$ cat config.mk
export PLATFORM = sky130hd
export DESIGN_NAME = gray_step_scheduler
export DESIGN_NICKNAME = d
export VERILOG_FILES = /design/src/rtl/gray_step_scheduler.sv
export SDC_FILE = /design/constraint.sdc
export NUM_CORES = 1
export LEC_CHECK = 0
export BUFFER_PORTS_ARGS = -buffer_cell sky130_fd_sc_hd__buf_2
export CAP_MARGIN = 25
export CORE_MARGIN = 1
export CORE_UTILIZATION = 30
export CTS_CLUSTER_SIZE = 16
export DETAILED_ROUTE_END_ITERATION = 10
export PLACE_DENSITY_LB_ADDON = 0.2
export SETUP_SLACK_MARGIN = 0.1
export SYNTH_ARGS = -nofsm -noshare
export SYNTH_HDL_FRONTEND = slang
export SYNTH_SLANG_ARGS = --single-unit
$ cat constraint.sdc
create_clock -name Clk -period 3.65 [get_ports Clk]
set_input_delay 0.73 -clock Clk [delete_from_list [all_inputs] [get_ports Clk]]
set_output_delay 0.73 -clock Clk [all_outputs]
set_load 0.05 [all_outputs]
$ cat src/rtl/gray_step_scheduler.sv
// Round-robin owner of a shared gray-code step counter.
// Grants one requester a burst of Len unheld enable cycles, then pulses Done.
module gray_step_scheduler #(
    parameter int NREQ  = 4,
    parameter int LEN_W = 4,
    parameter int ID_W  = 2
) (
    input  logic                  Clk,
    input  logic                  Reset,
    input  logic [NREQ-1:0]       Req,
    input  logic [NREQ*LEN_W-1:0] Len,
    input  logic                  Hold,
    output logic [NREQ-1:0]       Grant,
    output logic                  Busy,
    output logic                  Cnt_En,
    output logic [LEN_W-1:0]      Steps_Left,
    output logic                  Done,
    output logic [ID_W-1:0]       Done_Id
);

    typedef enum logic [1:0] {
        IDLE,
        RUN,
        DONE
    } state_t;

    state_t state;
    state_t state_nx;

    logic [ID_W-1:0]     ptr;
    logic [ID_W-1:0]     start;
    logic [ID_W-1:0]     win;
    logic [ID_W:0]       sum;
    logic [2*NREQ-1:0]   dbl;
    logic [2*NREQ-1:0]   sh;
    logic [NREQ-1:0]     rot;
    logic [NREQ-1:0]     win_oh;
    logic [LEN_W-1:0]    win_len;
    logic                hit;

    // Rotate requests so bit 0 is the requester just after the last winner.
    always_comb begin
        start   = (ptr == ID_W'(NREQ - 1)) ? '0 : ptr + 1'b1;
        dbl     = {Req, Req};
        sh      = dbl >> start;
        rot     = sh[NREQ-1:0];
        hit     = |rot;
        sum     = '0;
        win     = '0;
        win_oh  = '0;
        win_len = '0;
        for (int j = NREQ - 1; j >= 0; j--) begin
            if (rot[j]) begin
                sum = {1'b0, start} + (ID_W + 1)'(j);
            end
        end
        if (sum >= (ID_W + 1)'(NREQ)) begin
            sum = sum - (ID_W + 1)'(NREQ);
        end
        win = sum[ID_W-1:0];
        for (int i = 0; i < NREQ; i++) begin
            if (win == ID_W'(i)) begin
                win_oh[i] = 1'b1;
                win_len   = Len[i*LEN_W +: LEN_W];
            end
        end
    end

    always_comb begin
        state_nx = state;
        unique case (state)
            IDLE: begin
                if (hit) begin
                    state_nx = (win_len == '0) ? DONE : RUN;
                end
            end
            RUN: begin
                if (!Hold && Steps_Left == LEN_W'(1)) begin
                    state_nx = DONE;
                end
            end
            DONE: state_nx = IDLE;
            default: state_nx = IDLE;
        endcase
    end

    assign Cnt_En = (state == RUN) && !Hold;

    always_ff @(posedge Clk or negedge Reset) begin
        if (!Reset) begin
            state      <= IDLE;
            ptr        <= ID_W'(NREQ - 1);
            Grant      <= '0;
            Busy       <= 1'b0;
            Steps_Left <= '0;
            Done       <= 1'b0;
            Done_Id    <= '0;
        end else begin
            state <= state_nx;
            Busy  <= (state_nx != IDLE);
            Done  <= 1'b0;
            unique case (state)
                IDLE: begin
                    if (hit) begin
                        ptr        <= win;
                        Grant      <= win_oh;
                        Steps_Left <= win_len;
                        if (win_len == '0) begin
                            Done    <= 1'b1;
                            Done_Id <= win;
                        end
                    end
                end
                RUN: begin
                    if (!Hold) begin
                        Steps_Left <= Steps_Left - 1'b1;
                        if (Steps_Left == LEN_W'(1)) begin
                            Done    <= 1'b1;
                            Done_Id <= ptr;
                        end
                    end
                end
                DONE: begin
                    Grant      <= '0;
                    Steps_Left <= '0;
                end
                default: begin
                    Grant <= '0;
                end
            endcase
        end
    end

endmodule

### Word level (Yosys, flattened, before mapping)

Cells that the tools add are included.

| storage, ports and cells | value |
|---|---|
| output and inout port bits | 13 |
| ROM bits | 0 |
| RAM bits | 0 |
| word-level logic and storage cells | 74 |
| bits of input ports | 23 |
| bits in latches | 0 |
| register bits | 16 |
| memories | 0 |

| cells by class | value |
|---|---|
| divide/modulo/power cells | 0 |
| add/subtract/negate cells | 6 |
| eq/ne operators | 11 |
| magnitude comparators | 1 |
| reductions and logical operators | 14 |
| bitwise gates (word level) | 1 |
| shifts and indexed selects | 1 |
| multipliers | 0 |
| multiplexer cells | 33 |

Operators with widths:

| operator | number |
|---|---|
| 4-bit 2-to-1 mux | 7 |
| 2-bit 2-to-1 mux | 9 |
| 3-bit 2-to-1 mux | 4 |
| 4-bit case mux with 3 select lines | 1 |
| 2-bit equality test, second input constant | 4 |
| 1-bit 2-to-1 mux | 8 |
| 2-bit inequality test, second input constant | 4 |
| 2-bit case mux with 2 select lines | 2 |
| 4-bit case mux with 2 select lines | 1 |
| 8-bit by 2-bit >> shifter with 4-bit output | 1 |
| 2-bit by 2-bit adder with 3-bit output, second input constant | 2 |
| 5-bit AND reduction | 1 |
| 2-bit by 1-bit equality test with 1-bit output, second input constant | 2 |
| 4-bit by 1-bit equality test with 1-bit output, second input constant | 1 |
| 2-bit logical NOT | 2 |
| 4-bit logical NOT | 1 |
| 2-bit AND reduction | 2 |
| 2-bit nonzero test | 2 |
| 4-bit OR reduction | 1 |
| 4-bit by 1-bit subtractor with 4-bit output, second input constant | 1 |
| 2-bit by 1-bit adder with 3-bit output, second input constant | 1 |
| 3-bit greater-or-equal comparator, second input constant | 1 |
| 3-bit AND reduction | 1 |
| 3-bit nonzero test | 1 |
| 6 further kinds | 7 |

### Depth between registers and ports, before layout

Gate-level depths: netlist of run 1.

| logic depth | value |
|---|---|
| depth after elaboration | 19 |
| mapped depth | 14 |

### Worst setup path after synthesis of run 1

Ideal clock, no wire load.

| timing | value |
|---|---|
| path kind | register to register |
| start point | register ptr[0] |
| end point | register Steps_Left[0] |
| stages on the path, launching flop included | 12 |
| buffers on the path | 3 |
| required time | 3.518 ns |
| arrival | 3.263 ns |
| library setup time | 0.132 ns |
| setup slack | 0.254 ns |
| cells stage by stage | dfstp_2 buf_2 inv_1 ha_1 buf_2 o311ai_1 o211ai_1 a222oi_1 buf_2 mux4_2 a211oi_1 a21oi_1 |

| on the way | value |
|---|---|
| word-level cells in the longest chain between the ends | 16 |

Ends and longest elaborated chain:

| element | line | text |
|---|---|---|
| start: declaration | 30 | `logic [ID_W-1:0] ptr;` |
| start signal: assignment | 92 | `ptr <= ID_W'(NREQ - 1);` |
| start signal: assignment | 105 | `ptr <= win;` |
| 2-bit by 1-bit adder with 2-bit output / 2-bit equality test (equally long branches) | 43 | `start = (ptr == ID_W'(NREQ - 1)) ? '0 : ptr + 1'b1;` |
| 2-bit 2-to-1 mux (*) | 43 |  |
| 2-bit by 2-bit adder with 3-bit output / 8-bit by 2-bit >> shifter with 4-bit output (equally long branches) | 54, 45 |  |
| 3-bit 2-to-1 mux (4 in series) | 53 | `if (rot[j]) begin` |
| 3-bit greater-or-equal comparator / 2-bit by 1-bit subtractor with 2-bit output (equally long branches) | 57, 58 |  |
| 2-bit 2-to-1 mux | 57 | `if (sum >= (ID_W + 1)'(NREQ)) begin` |
| 2-bit logical NOT | 62 | `if (win == ID_W'(i)) begin` |
| 4-bit 2-to-1 mux (4 in series) | 62 |  |
| 4-bit 2-to-1 mux | 104 | `if (hit) begin` |
| 4-bit case mux with 3 select lines | 102 | `unique case (state)` |
| end signal: assignment | 107 | `Steps_Left <= win_len;` |
| end signal: assignment | 116 | `Steps_Left <= Steps_Left - 1'b1;` |
| end: declaration | 16 | `output logic [LEN_W-1:0] Steps_Left,` |

Mark *: on every way between the ends. The rest lies on a longest branch, timed or not. The select of a mux whose other input is x is not followed.
A chain may end at the register's enable or synchronous reset.

### Worst setup path after layout of run 1

| timing | value |
|---|---|
| start point | register ptr[0] |
| end point | register state[0] |

| on the way | value |
|---|---|
| word-level cells in the longest chain between the ends | 18 |

Ends and longest elaborated chain:

| element | line | text |
|---|---|---|
| 2-bit by 1-bit adder with 2-bit output / 2-bit equality test (equally long branches) | 43 |  |
| 2-bit 2-to-1 mux (*) | 43 |  |
| 2-bit by 2-bit adder with 3-bit output / 8-bit by 2-bit >> shifter with 4-bit output (equally long branches) | 54, 45 |  |
| 3-bit 2-to-1 mux (4 in series) | 53 |  |
| 3-bit greater-or-equal comparator / 2-bit by 1-bit subtractor with 2-bit output (equally long branches) | 57, 58 |  |
| 2-bit 2-to-1 mux | 57 |  |
| 2-bit logical NOT | 62 |  |
| 4-bit 2-to-1 mux (4 in series) | 62 |  |
| 4-bit logical NOT | 74 | `state_nx = (win_len == '0) ? DONE : RUN;` |
| 2-bit 2-to-1 mux | 74 |  |
| 2-bit 2-to-1 mux (*) | 73 | `if (hit) begin` |
| 2-bit case mux with 2 select lines (*) | 71 | `unique case (state)` |
| net state_nx[0] | 28 | `state_t state_nx;` |
| end signal: assignment | 99 | `state <= state_nx;` |
| end: declaration | 27 | `state_t state;` |

The timed path passes the listed nets; every way through them passes the cells marked *.

==> results.yml, run 1 <==
outcome:
  status: "finished with violations"
  violations: "design-rule violations"
timing:
  grt_setup_unrepaired: "no"
  timing.max_slew.rel_slack_pct: 58.8
  worst-slew-pin-transition_ns: 0.618
  clock_skew_after_layout_ns: 0.00458
  final_clock_period_utilization_by_the_worst_path_pct: 92.0
  setup_viol: 0
  final_max_slew_viol_count: 0
  max_clock_freq_mhz: 298
  min_period_ns: 3.36
  finalHoldViolations: 0
  finalSetupTns_ns: 0
global_route:
  grt_remaining_overflow: 0
  grt_pass1_wl_um: 5860
  global_route.usage.total_pct: 14.2
  grt_start_max_net_pins: 20
  grt_pass1_vias: 1235
  grt_antenna_before_repair: 0
critical_path:
  worst_setup_slack_for_register_to_register_paths_ns: 0.29
  critical_path.reg2reg.startpoint: "ptr[0]$_DFFE_PN1P_"
  cp_data_required_time_ns: 3.79
  path_max_fanout: 14
  critPathLaunchType: "flop"
  worst-setup-path-type: "flop to flop"
  r2r.worst_path.cells: 10
  timing.critical_path.arrival_ns: 3.50
  endpoint_kind: "flop"
  rr_endpoint: "state[0]$_DFF_PN0_"
clock_network:
  cts_hold_buffers: 0
  cts_tree: "done"
  post_cts_resize_count: 0
  clkSlewWorstSetupHoldPaths_ns: 0.07
  root_buffer: "sky130_fd_sc_hd__clkbuf_8"
  worstSkewPairLatency_ns: 0.25
  post-cts-setup-buffer-count: 0
  cts.path.max_buffers: 2
  htree_levels: 1
  cts.sink_count: 16
  cts-buffers-inserted: 3
detailed_routing:
  first_pass_iters: 7
  drc_violations_left: 4
  drt-total-wl_um: 3520
  routed_len_inst_um: 13.9
  vias_per_cell: 5.39
  drt_iter0_drc: 94
  drtAntennaViolNets: 0
  routed-via-count: 1369
synth:
  synth_async_sr_flop_share_pct: 100
  post_synthesis_compound_gate_area_fraction_pct: 27.1
  synth.top_cells.by_area: "sky130_fd_sc_hd__dfrtp_1 (24%), sky130_fd_sc_hd__mux2i_1 (8.3%), sky130_fd_sc_hd__ha_1 (6.1%), sky130_fd_sc_hd__dfstp_2 (3.6%), sky130_fd_sc_hd__a22o_1 (3.6%)"
  post_synth_and_or_nand_nor_area_fraction_pct: 20.1
  synth_fp_nets: 200
  netlist_area_sq_mm: 0.00144
  synth.area.mux_share_pct: 12.3
  ys_ff_latch: 16
  synth_edf_count: 0
  synth_top_family_by_area: "compound AO/OA/AOI/OAI gates"
  synth.avg_cell_area_sq_um: 8.47
  synth_adder_area_share_pct: 6.08
  area_leader_netlist: "sky130_fd_sc_hd__dfrtp_1"
  synth_xor_area_share_pct: 0
  dominantRegCellSynth: "sky130_fd_sc_hd__dfrtp_1"
  synthesis.yosys.warnings: 0
  synth_top_cell_area_share_pct: 24.3
  library_cells_used_by_synthesis: 45
  post_synth_inst_count: 170
  ys_seq_area_share_pct: 28.0
pwr:
  intPower_mw: 0.844
  portion_of_total_power_attributed_to_combinational_logic_pct: 72.6
  p_sw_mw: 0.898
  power.share.clock_pct: 9.1
  switching_share_pct: 51.6
  power.leakage_nw: 0.800
  power-per-cell-area_mw_per_mm2: 1010
  seq_power_share_pct: 18.3
  vdd_drop_max_mv: 0.364
finish:
  antenna_fix_cells: 0
  most-common-layout-cells: "sky130_fd_sc_hd__buf_2 (35), sky130_fd_sc_hd__dfrtp_1 (14), sky130_fd_sc_hd__nand2_1 (13), sky130_fd_sc_hd__mux2i_1 (12), sky130_fd_sc_hd__nor2_1 (11)"
  layout_commonest_cell: "sky130_fd_sc_hd__buf_2"
  drive_above_1_share_pct: 25.7
  final_cells: 254
  nNetsFinal: 233
  flow.area_growth_from_synthesis_pct: 19.5
flow_run:
  max-cap-violations: 0
placed_design:
  place.gp.congestion: 0.807
  hpwl_um: 2650
  port-buffer-count: 35
  dpl.cell_count: 250
floorplanning:
  initial_util_pct: 32.2
  std_cell_rows: 24
  top_level_ports: 36
  core_sq_mm: 0.00447
  fp.dieW_um: 71.3
  chipHeight_um: 71.3
  design.die.area_sq_mm: 0.00508
hold_path:
  worstHoldPathType: "input pin to async pin"
[routing by layer]
metal  track usage (%)  share of wire, %  vias up
met1              21.9                53      639
met4              3.33              0.54        0
met2              20.6                43       28
li1                  -                 -      698
met3              2.25               4.1        4
met5                 0                 0        -
[sequential cells by signal (all words and copies together), names as in the netlist]
| register | flops |
|---|---|
| Steps_Left | 4 |
| Busy | 1 |
| Done | 1 |
| Done_Id | 2 |
| Grant | 4 |
| state | 2 |
| ptr | 2 |
[synthesized netlist by cell type (5+ instances only)]
cell type                  instances
sky130_fd_sc_hd__dfrtp_1          14
sky130_fd_sc_hd__nand2_1          13
sky130_fd_sc_hd__mux2i_1          12
sky130_fd_sc_hd__nor2_1           11
sky130_fd_sc_hd__inv_1            10
sky130_fd_sc_hd__a21oi_1           9
sky130_fd_sc_hd__o21ai_0           9
sky130_fd_sc_hd__ha_1              7
sky130_fd_sc_hd__nor2b_1           7
sky130_fd_sc_hd__a22o_1            6
sky130_fd_sc_hd__buf_2             6
sky130_fd_sc_hd__nor3_1            6
sky130_fd_sc_hd__clkbuf_1          5
sky130_fd_sc_hd__o22ai_1           5
[how the worst max path moves through the flow]
stage / endpoint / depth (start not counted) / startpoint / slack (ns)
5_1_grt: state[0]$_DFF_PN0_ / 10 / ptr[0]$_DFFE_PN1P_ / 0.11
4_1_cts: state[0]$_DFF_PN0_ / 10 / ptr[0]$_DFFE_PN1P_ / 0.30
2_1_floorplan: Steps_Left[0]$_DFFE_PN0P_ / 11 / ptr[0]$_DFFE_PN1P_ / 0.25
6_report: state[0]$_DFF_PN0_ / 10 / ptr[0]$_DFFE_PN1P_ / 0.29
3_3_place_gp: Done_Id[0]$_DFFE_PN0P_ / 11 / ptr[0]$_DFFE_PN1P_ / 0.35
3_5_place_dp: state[0]$_DFF_PN0_ / 10 / ptr[0]$_DFFE_PN1P_ / 0.30
[final cells by class]
cell class,count,area [sq um]
fillers,476,2750
inverters,11,41.3
well taps,52,65.1
multi-input cells,131,943
repair buffers,40,213
flip-flops and latches,16,403
clock buffers,4,55.1
[cell families (layout without fill, tap and decap cells)]
group           Yosys count  after routing
simple gates             55             55
compound gates           53             53
flops                    16             16
fa+ha+maj                 7              7
mux                      16             16
buf+inv                  23             55
[stage by stage]
step / hold WS (ns) / worst slack, ns / utilization [%] / total power [mW] / cell area [sq um]
finish: 0.385 / 0.293 / 38.5 / 1.74 / 1720
CTS: 0.399 / 0.295 / 38.5 / 1.76 / 1720
global route: 0.415 / 0.114 / 38.5 / 1.89 / 1720
floorplan: 0.434 / 0.254 / - / 1.30 / 1440
detailed placement: 0.498 / 0.296 / 37.2 / 1.59 / 1670
global placement: 0.513 / 0.345 / 37.2 / 1.59 / 1670
[power groups by stage]
stage / Clock, mW / Sequential [mW] / Combinational [mW]
2_1_floorplan: 0 / 0.492 / 0.812
3_3_place_gp: 0 / 0.324 / 1.26
3_5_place_dp: 0 / 0.323 / 1.27
4_1_cts: 0.163 / 0.320 / 1.27
5_1_grt: 0.171 / 0.330 / 1.39
6_report: 0.158 / 0.319 / 1.26
[critical path: stages, from the launching register on]
cell and delay [ns]:
sky130_fd_sc_hd__dfstp_2 0.52, sky130_fd_sc_hd__inv_1 0.09, sky130_fd_sc_hd__ha_1 0.47, sky130_fd_sc_hd__and2_1 0.27, sky130_fd_sc_hd__o31a_1 0.28, sky130_fd_sc_hd__o22ai_1 0.22
sky130_fd_sc_hd__a21o_1 0.24, sky130_fd_sc_hd__mux2i_1 0.25, sky130_fd_sc_hd__mux2i_1 0.13, sky130_fd_sc_hd__or4_1 0.52, sky130_fd_sc_hd__a32o_1 0.25
Power figures use the tool's default switching activity.
==> run 2, diff against run 1 <==
--- a/config.mk
+++ b/config.mk
@@ -8,7 +8,7 @@
 export BUFFER_PORTS_ARGS = -buffer_cell sky130_fd_sc_hd__buf_2
 export CAP_MARGIN = 25
 export CORE_MARGIN = 1
-export CORE_UTILIZATION = 30
+export CORE_UTILIZATION = 48
 export CTS_CLUSTER_SIZE = 16
 export DETAILED_ROUTE_END_ITERATION = 10
 export PLACE_DENSITY_LB_ADDON = 0.2
==> results.yml, run 2 (synthesis gave the netlist of run 1 again) <==
outcome:
  status: "finished with violations"
  violations: "design-rule violations"
critical_path:
  cp_data_required_time_ns: 3.82
  endpoint_kind: "flop"
  path_max_fanout: 14
  worst-setup-path-type: "flop to flop"
  timing.critical_path.arrival_ns: 3.56
  r2r.worst_path.cells: 12
  critPathLaunchType: "flop"
placed_design:
  preCtsSetupSlack_ns: -0.0208
  place.gp.congestion: 0.956
  hpwl_um: 2650
  place_area_sq_mm: 0.00163
  port-buffer-count: 35
pwr:
  seq_power_share_pct: 18.3
  power.share.clock_pct: 5.6
  power-per-cell-area_mw_per_mm2: 1030
  p_sw_mw: 0.899
  portion_of_total_power_attributed_to_combinational_logic_pct: 76.1
  power.leakage_nw: 0.794
  vdd_drop_max_mv: 0.453
  total_power_mw: 1.73
  intPower_mw: 0.826
  switching_share_pct: 52.1
finish:
  drive_above_1_share_pct: 26.5
  number_of_filler_cells_placed_in_the_layout: 265
  layout.core_utilization_pct: 60.0
  nNetsFinal: 235
  antenna_fix_cells: 0
  flow.area_growth_from_synthesis_pct: 16.9
  largest_registers: "Grant x4, Steps_Left x4"
  most-common-layout-cells: "sky130_fd_sc_hd__buf_2 (35), sky130_fd_sc_hd__dfrtp_1 (14), sky130_fd_sc_hd__nand2_1 (13), sky130_fd_sc_hd__mux2i_1 (12), sky130_fd_sc_hd__nor2_1 (11)"
  layout_commonest_cell: "sky130_fd_sc_hd__buf_2"
  layout.cell_area.non_filler_sq_mm: 0.00168
detailed_routing:
  routed-via-count: 1426
  drt_iter0_drc: 129
  routed_len_inst_um: 15.0
  drc_violations_left: 8
  vias_per_cell: 6.07
  drt-total-wl_um: 3540
  drtAntennaViolNets: 0
  first_pass_iters: 7
clock_network:
  cts.sink_count: 16
  cts_tree: "done"
  cts-buffers-inserted: 3
  worstSkewPairLatency_ns: 0.29
  clkSlewWorstSetupHoldPaths_ns: 0.09
  htree_levels: 1
  cts.path.max_buffers: 2
  root_buffer: "sky130_fd_sc_hd__clkbuf_4"
hold_path:
  worstHoldPathType: "input pin to async pin"
timing:
  final_max_slew_viol_count: 0
  clock_skew_after_layout_ns: 0.00995
  max_clock_freq_mhz: 295
  final.setup.worst_slack_ns: 0.264
  setup_viol: 0
  min_period_ns: 3.39
  grt_setup_unrepaired: "no"
  timing.max_slew.rel_slack_pct: 59.6
  worst-slew-pin-transition_ns: 0.598
  final_clock_period_utilization_by_the_worst_path_pct: 92.8
  finalHoldViolations: 0
floorplanning:
  chipHeight_um: 56.8
  top_level_ports: 36
  core_sq_mm: 0.00281
  design.die.area_sq_mm: 0.00322
  initial_util_pct: 51.3
  fp.dieW_um: 56.8
  std_cell_rows: 19
global_route:
  grt_remaining_overflow: 0
  global_route.usage.total_pct: 23.1
  grt_pass1_wl_um: 5820
  grt_antenna_before_repair: 0
  grt_pass1_vias: 1280
  grt_start_max_net_pins: 20
flow_run:
  max-cap-violations: 0
==> run 2: worst paths after layout <==
| check | startpoint | end | slack (ns) |
|---|---|---|---|
| worst max-delay path | ptr[0]$_DFFE_PN1P_ | state[0]$_DFF_PN0_ | 0.26 |
| worst min register to register | Done_Id[0]$_DFFE_PN0P_ | Done_Id[0]$_DFFE_PN0P_ | 0.52 |
| min in group Clk | Done_Id[0]$_DFFE_PN0P_ | Done_Id[0]$_DFFE_PN0P_ | 0.52 |
| worst min-delay path | Reset | Grant[0]$_DFFE_PN0P_ | 0.34 |
| max in group asynchronous | Reset | ptr[1]$_DFFE_PN1P_ | 2.99 |
| worst max register to register | ptr[0]$_DFFE_PN1P_ | state[0]$_DFF_PN0_ | 0.26 |
==> run 2: final cells by class <==
type | count | area [sq um] | share of cell area [%]
Multi-Input combinational cell | 131 | 946 | 56.2
Sequential cell | 16 | 403 | 23.9
Tap cell | 31 | 38.8 | 2.30
Timing Repair Buffer | 42 | 228 | 13.5
Inverter | 11 | 41.3 | 2.45
Clock buffer | 4 | 26.3 | 1.56
==> run 2: power by group through the flow <==
stage	combinational, mW	sequential (mW)	clock (mW)
floorplan	0.812	0.492	0
global placement	1.21	0.314	0
detailed placement	1.24	0.319	0
CTS	1.30	0.315	0.0992
global route	1.43	0.327	0.105
finish	1.31	0.316	0.0959
==> run 2: what timing repair did <==
item | 4_1_cts | 5_1_grt
pin swaps | 1 | 0
setup buffers | 3 | 0
hold buffers | 0 | 0
resized for setup | 0 | 1
endpoints found under the setup margin | 3 | 1
==> run 2: worst max-delay path: stages (launching register included) <==
cell                       delay, ns
sky130_fd_sc_hd__dfstp_2        0.54
sky130_fd_sc_hd__inv_1          0.09
sky130_fd_sc_hd__ha_2           0.46
sky130_fd_sc_hd__nand2b_1       0.11
sky130_fd_sc_hd__o41ai_1        0.38
sky130_fd_sc_hd__a21o_1         0.14
sky130_fd_sc_hd__a222oi_1       0.06
sky130_fd_sc_hd__buf_4          0.16
sky130_fd_sc_hd__buf_4          0.16
sky130_fd_sc_hd__a311oi_1       0.32
sky130_fd_sc_hd__nor2_1         0.10
sky130_fd_sc_hd__or4_1          0.48
sky130_fd_sc_hd__a32o_1         0.26
==> run 2: per-stage QoR <==
stage	TNS [ns]	instances	hold slack (ns)
after floorplan	0	170	0.434
after CTS	0	235	0.352
after global placement	0	228	0.493
final	0	235	0.344
after detailed placement	-0.0208	228	0.500
after global routing	0	235	0.373
==> run 2: per-layer routing <==
layer	up-vias	GRT usage [%]	share of wire, %
met5	-	0	0
li1	699	-	-
met1	666	33.0	49
met3	10	2.76	4.9
met2	51	36.1	44
met4	0	7.67	2.0
==> run 3, diff against run 2 <==
--- a/config.mk
+++ b/config.mk
@@ -6,8 +6,7 @@
 export NUM_CORES = 1
 export LEC_CHECK = 0
 export BUFFER_PORTS_ARGS = -buffer_cell sky130_fd_sc_hd__buf_2
-export CAP_MARGIN = 25
-export CORE_MARGIN = 1
+export CORE_MARGIN = 2
 export CORE_UTILIZATION = 48
 export CTS_CLUSTER_SIZE = 16
 export DETAILED_ROUTE_END_ITERATION = 10
==> results.yml, run 3 (synthesis gave the netlist of run 1 again) <==
detailed_routing:
  vias_per_cell: 6.11
  first_pass_iters: 7
  routed_len_inst_um: 15.2
  drc_violations_left: 4
  drt_iter0_drc: 103
  drtAntennaViolNets: 0
  drt-total-wl_um: 3550
  routed-via-count: 1423
clock_network:
  root_buffer: "sky130_fd_sc_hd__clkbuf_4"
  cts.sink_count: 16
  clkSlewWorstSetupHoldPaths_ns: 0.10
  cts-buffers-inserted: 3
  worstSkewPairLatency_ns: 0.30
  htree_levels: 1
  cts.path.max_buffers: 2
  cts_tree: "done"
timing:
  setup_viol: 0
  timing.max_slew.rel_slack_pct: 61.1
  final_max_slew_viol_count: 0
  max_clock_freq_mhz: 297
  finalHoldViolations: 0
  fin_worst_hold_slack_ns: 0.335
  grt_setup_unrepaired: "no"
  final.setup.worst_slack_ns: 0.284
  final_clock_period_utilization_by_the_worst_path_pct: 92.2
  worst-slew-pin-transition_ns: 0.576
  finalSetupTns_ns: 0
  min_period_ns: 3.37
  clock_skew_after_layout_ns: 0.00308
pwr:
  p_sw_mw: 0.896
  switching_share_pct: 52.3
  total_power_mw: 1.71
  power.leakage_nw: 0.789
  vdd_drop_max_mv: 0.540
  intPower_mw: 0.817
  seq_power_share_pct: 18.4
  power-per-cell-area_mw_per_mm2: 1020
  power.share.clock_pct: 7.1
  portion_of_total_power_attributed_to_combinational_logic_pct: 74.5
placed_design:
  dpl.cell_count: 228
  port-buffer-count: 35
  place.gp.congestion: 0.817
  place_area_sq_mm: 0.00163
  preCtsSetupSlack_ns: -0.0301
  hpwl_um: 2700
hold_path:
  worstHoldPathType: "input pin to async pin"
finish:
  drive_above_1_share_pct: 26.7
  multi_input_comb_area_sq_um: 947
  most-common-layout-cells: "sky130_fd_sc_hd__buf_2 (35), sky130_fd_sc_hd__dfrtp_1 (14), sky130_fd_sc_hd__nand2_1 (13), sky130_fd_sc_hd__mux2i_1 (12), sky130_fd_sc_hd__nor2_1 (11)"
  layout.core_utilization_pct: 59.9
  nNetsFinal: 233
  number_of_filler_cells_placed_in_the_layout: 248
  flow.area_growth_from_synthesis_pct: 16.6
  final_cells: 233
  layout.cell_area.non_filler_sq_mm: 0.00168
  layout_commonest_cell: "sky130_fd_sc_hd__buf_2"
  largest_registers: "Grant x4, Steps_Left x4"
  antenna_fix_cells: 0
  final-seq-area_sq_um: 403
flow_run:
  max-cap-violations: 0
global_route:
  grt_pass1_wl_um: 5840
  grt_antenna_before_repair: 0
  grt_start_max_net_pins: 20
  grt_pass1_vias: 1263
  global_route.usage.total_pct: 21.9
  grt_remaining_overflow: 0
critical_path:
  worst-path-buf-inv: 1
  cpMaxStageDelayCell: "sky130_fd_sc_hd__dfstp_2"
  cp_data_required_time_ns: 3.85
  cp_slowest_stage_delay_ns: 0.54
  path_max_fanout: 14
  critPathLaunchType: "flop"
  cpMostUsedCell: "sky130_fd_sc_hd__mux2i_1"
  endpoint_kind: "flop"
  cp_cell_sequence: "inv_1 -> ha_2 -> and2_1 -> a2111oi_4 -> o22ai_1 -> a21o_2 -> mux2i_1 -> mux2i_1 -> or4_1 -> a32o_1"
  worst-setup-path-type: "flop to flop"
  timing.critical_path.arrival_ns: 3.56
  worst_path_dominant_cell_family: "compound AO/OA/AOI/OAI gates"
floorplanning:
  chipHeight_um: 58.8
  core_sq_mm: 0.00281
  fp.dieW_um: 58.8
  initial_util_pct: 51.3
  top_level_ports: 36
  design.die.area_sq_mm: 0.00345
  std_cell_rows: 19
outcome:
  violations: "design-rule violations"
  status: "finished with violations"
==> run 3: changes by cell type in the layout (fill, tap and decap cells not counted), sizes merged <==
cell  before  now
buf       42   40
==> run 3: cell type report <==
cell class / instances / area share, %
Timing Repair Buffer: 40 / 12.7
Inverter: 11 / 2.46
Clock buffer: 4 / 2.16
Multi-Input combinational cell: 131 / 56.4
Sequential cell: 16 / 24.0
Tap cell: 31 / 2.31
==> run 3: power by group through the flow <==
| stage | sequential [mW] | clock, mW | combinational [mW] |
|---|---|---|---|
| 2_1_floorplan | 0.492 | 0 | 0.812 |
| 3_3_place_gp | 0.315 | 0 | 1.21 |
| 3_5_place_dp | 0.319 | 0 | 1.24 |
| 4_1_cts | 0.315 | 0.125 | 1.26 |
| 5_1_grt | 0.327 | 0.133 | 1.39 |
| 6_report | 0.316 | 0.121 | 1.28 |
==> run 3: final timing paths <==
check / startpoint / to / slack (ns) / cells past startpoint
max in group asynchronous: Reset / ptr[1]$_DFFE_PN1P_ / 3.00 / 1
min in group Clk: Done_Id[0]$_DFFE_PN0P_ / Done_Id[0]$_DFFE_PN0P_ / 0.52 / 1
setup reg to reg: ptr[0]$_DFFE_PN1P_ / state[0]$_DFF_PN0_ / 0.28 / 10
hold reg to reg: Done_Id[0]$_DFFE_PN0P_ / Done_Id[0]$_DFFE_PN0P_ / 0.52 / 1
setup / recovery: ptr[0]$_DFFE_PN1P_ / state[0]$_DFF_PN0_ / 0.28 / 10
hold / removal: Reset / Steps_Left[1]$_DFFE_PN0P_ / 0.34 / 1
==> run 3: worst register-to-register path, cell delays in order (launching register included) <==
cell and delay (ns):
sky130_fd_sc_hd__dfstp_2 0.54, sky130_fd_sc_hd__inv_1 0.09, sky130_fd_sc_hd__ha_2 0.39, sky130_fd_sc_hd__and2_1 0.23, sky130_fd_sc_hd__a2111oi_4 0.35, sky130_fd_sc_hd__o22ai_1 0.18, sky130_fd_sc_hd__a21o_2 0.29, sky130_fd_sc_hd__mux2i_1 0.23
sky130_fd_sc_hd__mux2i_1 0.17, sky130_fd_sc_hd__or4_1 0.54, sky130_fd_sc_hd__a32o_1 0.26
==> run 3: routing by layer <==
metal  vias up  share of wire, %  track usage (%)
met5         -                 0                0
met4         0               1.2             6.82
met3         6               7.0             3.96
met2        51                46             34.4
met1       667                46             30.7
li1        699                 -                -
==> run 3: repair_timing <==
item	in CTS	in global routing
hold buffers	0	0
buffers inserted	1	0
pin swaps	1	0
endpoints found under the setup margin	3	2
resized for setup	0	2
